==> src/rtl/mem_port_arbiter.sv <==
// ============================================================================
// mem_port_arbiter
// ----------------------------------------------------------------------------
// Shares the single data-memory port between instruction fetch (IF) and the
// load/store unit (LS). Exactly one transaction is in flight at a time: the
// arbiter picks a winner in IDLE, latches its request, presents it to memory
// in ISSUE until memory accepts, then waits in WAIT for the response and
// hands it back to the owner as a one-cycle registered pulse.
//
// Configuration macro:
//   ARB_ROUND_ROBIN_EN  undefined -> fixed priority, LS wins a tie
//                       defined   -> the requester that was not granted last
//                                    wins a tie (last_grant updates per grant)
//
// Parameters:
//   ADDR_W   address width
//   DATA_W   data width; byte-enable width is DATA_W/8
//
// Ports:
//   i_clk, i_rst         clock, synchronous active-high reset
//   i_if_req_valid       fetch read request
//   i_if_req_addr        fetch address
//   o_if_req_ready       fetch request accepted this cycle
//   o_if_resp_valid      one-cycle pulse, o_if_resp_rdata valid
//   o_if_resp_rdata      fetch read data (held between pulses)
//   i_ls_req_valid       load/store request
//   i_ls_req_addr        effective address
//   i_ls_req_wdata       lane-replicated store data
//   i_ls_req_we          byte enables, all zero means load
//   o_ls_req_ready       load/store request accepted this cycle
//   o_ls_resp_valid      one-cycle pulse, load data / store acknowledge
//   o_ls_resp_rdata      raw read data, zero for stores (held between pulses)
//   o_mem_req_valid      request to memory
//   i_mem_req_ready      memory accepts the request
//   o_mem_addr           latched address
//   o_mem_wdata          latched write data
//   o_mem_we             latched byte enables, always zero for fetches
//   i_mem_resp_valid     memory response (reads and writes)
//   i_mem_rdata          memory read data
//   o_busy               high whenever the arbiter is not IDLE
// ============================================================================
module mem_port_arbiter #(
    parameter int ADDR_W = 64,
    parameter int DATA_W = 64
) (
    input  logic                i_clk,
    input  logic                i_rst,

    input  logic                i_if_req_valid,
    input  logic [ADDR_W-1:0]   i_if_req_addr,
    output logic                o_if_req_ready,
    output logic                o_if_resp_valid,
    output logic [DATA_W-1:0]   o_if_resp_rdata,

    input  logic                i_ls_req_valid,
    input  logic [ADDR_W-1:0]   i_ls_req_addr,
    input  logic [DATA_W-1:0]   i_ls_req_wdata,
    input  logic [DATA_W/8-1:0] i_ls_req_we,
    output logic                o_ls_req_ready,
    output logic                o_ls_resp_valid,
    output logic [DATA_W-1:0]   o_ls_resp_rdata,

    output logic                o_mem_req_valid,
    input  logic                i_mem_req_ready,
    output logic [ADDR_W-1:0]   o_mem_addr,
    output logic [DATA_W-1:0]   o_mem_wdata,
    output logic [DATA_W/8-1:0] o_mem_we,
    input  logic                i_mem_resp_valid,
    input  logic [DATA_W-1:0]   i_mem_rdata,

    output logic                o_busy
);

    localparam int BE_W = DATA_W / 8;

    typedef enum logic [1:0] {
        ST_IDLE,
        ST_ISSUE,
        ST_WAIT
    } state_t;

    typedef enum logic {
        OWN_IF,
        OWN_LS
    } owner_t;

    state_t              r_state;
    state_t              w_next_state;
    owner_t              r_owner;
    logic [ADDR_W-1:0]   r_addr;
    logic [DATA_W-1:0]   r_wdata;
    logic [BE_W-1:0]     r_we;

    logic                r_if_resp_valid;
    logic [DATA_W-1:0]   r_if_resp_rdata;
    logic                r_ls_resp_valid;
    logic [DATA_W-1:0]   r_ls_resp_rdata;

    logic                w_grant;
    logic                w_grant_ls;
    logic                w_resp_take;
    logic [DATA_W-1:0]   w_resp_data;

`ifdef ARB_ROUND_ROBIN_EN
    owner_t              r_last_grant;
`endif

    // Winner selection. Grants are only possible in IDLE and are suppressed
    // while reset is asserted so that no request is consumed by a cycle whose
    // state update is about to be discarded.
    always_comb begin
        w_grant    = 1'b0;
        w_grant_ls = 1'b0;
        if ((r_state == ST_IDLE) && !i_rst) begin
            w_grant = i_if_req_valid | i_ls_req_valid;
`ifdef ARB_ROUND_ROBIN_EN
            // On a tie, LS wins only if IF was the previous grantee.
            w_grant_ls = i_ls_req_valid &
                         (!i_if_req_valid || (r_last_grant == OWN_IF));
`else
            w_grant_ls = i_ls_req_valid;
`endif
        end
    end

    // Next-state and handshake outputs.
    always_comb begin
        w_next_state    = r_state;
        o_if_req_ready  = 1'b0;
        o_ls_req_ready  = 1'b0;
        o_mem_req_valid = 1'b0;
        case (r_state)
            ST_IDLE: begin
                if (w_grant) begin
                    o_ls_req_ready = w_grant_ls;
                    o_if_req_ready = !w_grant_ls;
                    w_next_state   = ST_ISSUE;
                end
            end
            ST_ISSUE: begin
                o_mem_req_valid = 1'b1;
                if (i_mem_req_ready) begin
                    w_next_state = ST_WAIT;
                end
            end
            ST_WAIT: begin
                if (i_mem_resp_valid) begin
                    w_next_state = ST_IDLE;
                end
            end
            default: begin
                w_next_state = ST_IDLE;
            end
        endcase
    end

    // A response only counts while waiting for one; stray responses in any
    // other state fall through untouched. Stores return zero, not whatever
    // the memory happens to drive on its read bus.
    assign w_resp_take = (r_state == ST_WAIT) && i_mem_resp_valid;
    assign w_resp_data = (r_we != '0) ? '0 : i_mem_rdata;

    // State register.
    always_ff @(posedge i_clk) begin
        if (i_rst) begin
            r_state <= ST_IDLE;
        end else begin
            r_state <= w_next_state;
        end
    end

    // Request latch: captures the winner's fields at grant time and holds
    // them stable for the whole ISSUE/WAIT period.
    always_ff @(posedge i_clk) begin
        if (i_rst) begin
            r_owner <= OWN_IF;
            r_addr  <= '0;
            r_wdata <= '0;
            r_we    <= '0;
        end else if (w_grant) begin
            if (w_grant_ls) begin
                r_owner <= OWN_LS;
                r_addr  <= i_ls_req_addr;
                r_wdata <= i_ls_req_wdata;
                r_we    <= i_ls_req_we;
            end else begin
                r_owner <= OWN_IF;
                r_addr  <= i_if_req_addr;
                r_wdata <= '0;
                r_we    <= '0;
            end
        end
    end

`ifdef ARB_ROUND_ROBIN_EN
    // Tie-break history, updated on every grant.
    always_ff @(posedge i_clk) begin
        if (i_rst) begin
            r_last_grant <= OWN_IF;
        end else if (w_grant) begin
            r_last_grant <= w_grant_ls ? OWN_LS : OWN_IF;
        end
    end
`endif

    // Response routing. The valid flags default low every cycle so each
    // response produces exactly one pulse; the data registers only change
    // when their owner receives a response.
    always_ff @(posedge i_clk) begin
        if (i_rst) begin
            r_if_resp_valid <= 1'b0;
            r_if_resp_rdata <= '0;
            r_ls_resp_valid <= 1'b0;
            r_ls_resp_rdata <= '0;
        end else begin
            r_if_resp_valid <= 1'b0;
            r_ls_resp_valid <= 1'b0;
            if (w_resp_take) begin
                if (r_owner == OWN_LS) begin
                    r_ls_resp_valid <= 1'b1;
                    r_ls_resp_rdata <= w_resp_data;
                end else begin
                    r_if_resp_valid <= 1'b1;
                    r_if_resp_rdata <= w_resp_data;
                end
            end
        end
    end

    assign o_if_resp_valid = r_if_resp_valid;
    assign o_if_resp_rdata = r_if_resp_rdata;
    assign o_ls_resp_valid = r_ls_resp_valid;
    assign o_ls_resp_rdata = r_ls_resp_rdata;

    assign o_mem_addr  = r_addr;
    assign o_mem_wdata = r_wdata;
    assign o_mem_we    = r_we;

    assign o_busy = (r_state != ST_IDLE);

endmodule

==> config.mk <==
export PLATFORM = sky130hd
export DESIGN_NAME = mem_port_arbiter
export DESIGN_NICKNAME = d
export VERILOG_FILES = /design/src/rtl/mem_port_arbiter.sv
export SDC_FILE = /design/constraint.sdc
export NUM_CORES = 1
export LEC_CHECK = 0
export ABC_CLOCK_PERIOD_IN_PS = 1600
export CAP_MARGIN = 25
export CORE_AREA = 2 2 208 210
export CTS_CLUSTER_SIZE = 12
export DETAILED_ROUTE_END_ITERATION = 10
export DIE_AREA = 0 0 210 212
export DONT_BUFFER_PORTS = 1
export GPL_TIMING_DRIVEN = 0
export PLACE_DENSITY = 0.43
export SLEW_MARGIN = 30
export SYNTH_ARGS = -nofsm -noshare
export SYNTH_HDL_FRONTEND = slang
export SYNTH_SLANG_ARGS = --single-unit
==> constraint.sdc <==
create_clock -name i_clk -period 1.6 [get_ports i_clk]
set_clock_uncertainty 0.2 [all_clocks]
set_input_delay 0.16 -clock i_clk [delete_from_list [all_inputs] [get_ports i_clk]]
set_output_delay 0.16 -clock i_clk [all_outputs]
set_load 0.1 [all_outputs]
==> metrics <==
flip-flop and latch count after synthesis 269; first element of the critical path r_state[1]; final setup margin -0.568 ns; library cells used by synthesis 31; kind of capture point of the worst setup path output pin; CP top delay family simple AND/OR/NAND/NOR gates; clock slew at the register clock pins of the worst setup and hold paths 0.06 ns; startpoint of the worst-slack reg-to-reg timing path r_state[1]; Synth Flop Type sky130_fd_sc_hd__dfxtp_1; total setup violations reported at the end of the flow 269; library cell with the highest instance count after synthesis sky130_fd_sc_hd__dfxtp_1; die area 0.0445 mm^2; total power draw 20.4 mW; cell-by-cell trace of the critical path buf_6 -> or3b_4 -> nor2_4 -> buf_12; total gr overflow 0; share of flip-flops with an asynchronous set or reset 0%; register area share after synthesis 48.8%; multi-input logic area 0.00543 mm^2; synth warn 0; cell types with the largest area share after synthesis sky130_fd_sc_hd__dfxtp_1 49%, sky130_fd_sc_hd__o41ai_2 8.8%, sky130_fd_sc_hd__o22ai_2 6.8%, sky130_fd_sc_hd__a21oi_1 5.8%, sky130_fd_sc_hd__a22o_1 5.8%; status finished with violations; crit path DAT 1.81 ns; netlist area before placement 0.0110 mm^2; global-route wire length before repair 72800 um; ranking of synthesized cells by instance count 269 x sky130_fd_sc_hd__dfxtp_1, 128 x sky130_fd_sc_hd__a21oi_1, 73 x sky130_fd_sc_hd__a22o_1; fraction of layout instances using a drive strength above 1 43.3%; count of flip-flops with a built-in enable after synthesis 0; number of filler instances in the final layout 3854; Overall Global Routing Usage 21.6%; core region area 0.0425 mm^2; worst-case headroom to the max-slew limit 39.4%; Max Freq 461 MHz; TritonCTS Buffers 34; effective utilization at floorplan 26.0%; met2 routed WL 25600 um; Final Slew Violations 0; average via count per standard cell 5.14; placed instance area 0.0120 mm^2; max incr delay on CP 0.40 ns; slew at the pin with the worst max-slew slack 0.909 ns; failing checks setup timing; Post-Syn Instances 1064; routed length on met1 18500 um; Critical Path Start Type flop; number of hold violations in the final report 0; Critical Path Fanout Max 5; clock tree from TritonCTS yes; Die W 210 um; first drt pass iteration count 5; Synth Area per Inst 10.4 um^2; Min Clock Period, post-route 2.17 ns; clk_lat worst skew 0.53 ns; clock root buffer master sky130_fd_sc_hd__clkbuf_16; via count of the first global-routing pass 10900; DR top layer met4; CP Data Required Time 1.24 ns; count of clock tree sinks 269; worst ir drop on vdd 0.950 mV; antenna violations before repair 5; wire length on met3 4020 um; Critical-path top delay cell sky130_fd_sc_hd__or3b_4; largest net degree at the start of global routing 13; Iter 0 DRT Violations 510; detailed placement HPWL 32800 um; category of the most critical setup path flop to output pin; top cell type's share of synthesized area 48.8%; sequential cell area 0.00608 mm^2; P per Cell Area 1100 mW/mm^2; Critical path buffers and inverters 2; RD Place Congestion 0.780; drc violations 0; # H-tree levels 2; Yosys top cell by area sky130_fd_sc_hd__dfxtp_1; Avg WL per Cell 24.7 um; source of the worst hold timing path i_mem_resp_valid; final net count 1713; type of the most critical hold path input pin to flop; total routed wirelength 49800 um; reported max-cap violation count 0; area of all placed cells without fillers 0.0186 mm^2; Die Y-Extent 212 um; detailed-route via count 10400; maximum count of clock buffers along a single path 3; top-level port count 540; period utilization 136%; unrepaired setup endpoints after global routing yes; total leakage power 7.13 nW; Area Growth Syn to Fin 68.0%; Post-Syn Nets 1334; Final ANT Viol Nets 0; port bufs 0; number of core rows 76
routing by layer:
layer | vias to the layer above | track usage [%]
met5 | - | 0
met4 | 0 | 7.65
met3 | 89 | 7.13
met2 | 478 | 38.9
met1 | 5057 | 23.6
li1 | 4739 | -
cell type report:
type                    instances  area share [%]
multi-input cells             609            29.3
plain buffers                 115            5.44
clock buffers                  47            5.18
diodes                          5          0.0674
clock inverters                10           0.459
flip-flops and latches        269            32.7
repair buffers                348            21.8
well taps                     546            3.68
inverters                      66            1.38
layout by cell type (no fill, tap or decap), drive strengths merged:
master       instances
diode                5
nor2b                2
a22oi                1
o41ai               64
o22ai               63
nor4                 3
and4bb               1
nor3                64
clkinv               5
a22o                73
nand4               64
clkinvlp             1
a211oi               1
a21oi              129
inv                 69
or3b                 1
buf                151
nand2                4
dfxtp              269
clkbuf              88
dlygate4sd3        269
or4b                 1
bufinv               1
o21ai                2
nand2b              65
or2                  1
nand3b              64
nor2                 5
bufbuf               2
nand4b               1
final timing paths:
check,end,slack (ns),cells past startpoint
max reg2reg,o_mem_addr[3],-0.50,6
min,o_ls_resp_rdata[63],0.05,5
min reg2reg,r_owner,0.32,2
max,o_ls_req_ready,-0.57,4
state kept, by name, summed over array words and instances (netlist names):
register and cells:
o_mem_we 8, r_owner 1, o_mem_wdata 64, o_ls_resp_valid 1, o_if_resp_valid 1, r_state 2, o_mem_addr 64, o_ls_resp_rdata 64
o_if_resp_rdata 64
worst reg2reg max path: stages, from the launching register on:
cell and delay [ns]:
sky130_fd_sc_hd__dfxtp_2 0.35, sky130_fd_sc_hd__buf_4 0.15, sky130_fd_sc_hd__or4b_4 0.57, sky130_fd_sc_hd__buf_12 0.19
sky130_fd_sc_hd__bufbuf_16 0.28, sky130_fd_sc_hd__o22ai_2 0.15, sky130_fd_sc_hd__nor3_1 0.08
power breakdown:
| part | leakage, nW | switching [mW] | internal [mW] |
|---|---|---|---|
| clock network | 0.515 | 3.05 | 4.36 |
| logic | 4.26 | 1.84 | 2.04 |
| registers | 2.35 | 2.21 | 6.85 |
kinds of logic after synthesis:
family / count (synthesis) / synth area share, %
AOI/OAI and AO/OA: 333 / 28.0
DFF: 269 / 48.8
buffers and inverters: 186 / 7.57
and+or+nand+nor: 276 / 15.7
per-stage QoR:
| stage | TNS [ns] | hold WS, ns | instances | util (%) | worst slack (ns) |
|---|---|---|---|---|---|
| floorplan | -13.96 | 0.0919 | 1064 | - | -0.873 |
| global placement | -164.80 | 0.0933 | 1610 | 28.2 | -1.48 |
| detailed placement | -139.73 | 0.0953 | 1612 | 28.3 | -0.860 |
| CTS | -112.47 | 0.0157 | 2010 | 43.2 | -0.765 |
| global route | -113.36 | 0.0619 | 2015 | 43.6 | -0.624 |
| finish | -95.94 | 0.0526 | 2015 | 43.6 | -0.568 |
what timing repair did:
action                     in CTS  in global routing
resized for setup             560                 60
pin swaps                      72                101
gates cloned                   28                  1
hold buffers                  269                  0
hold endpoints to repair      267                  0
buffers inserted               45                 16
setup endpoints to repair     532                313
Note: power is estimated with default switching activity, not from simulation.
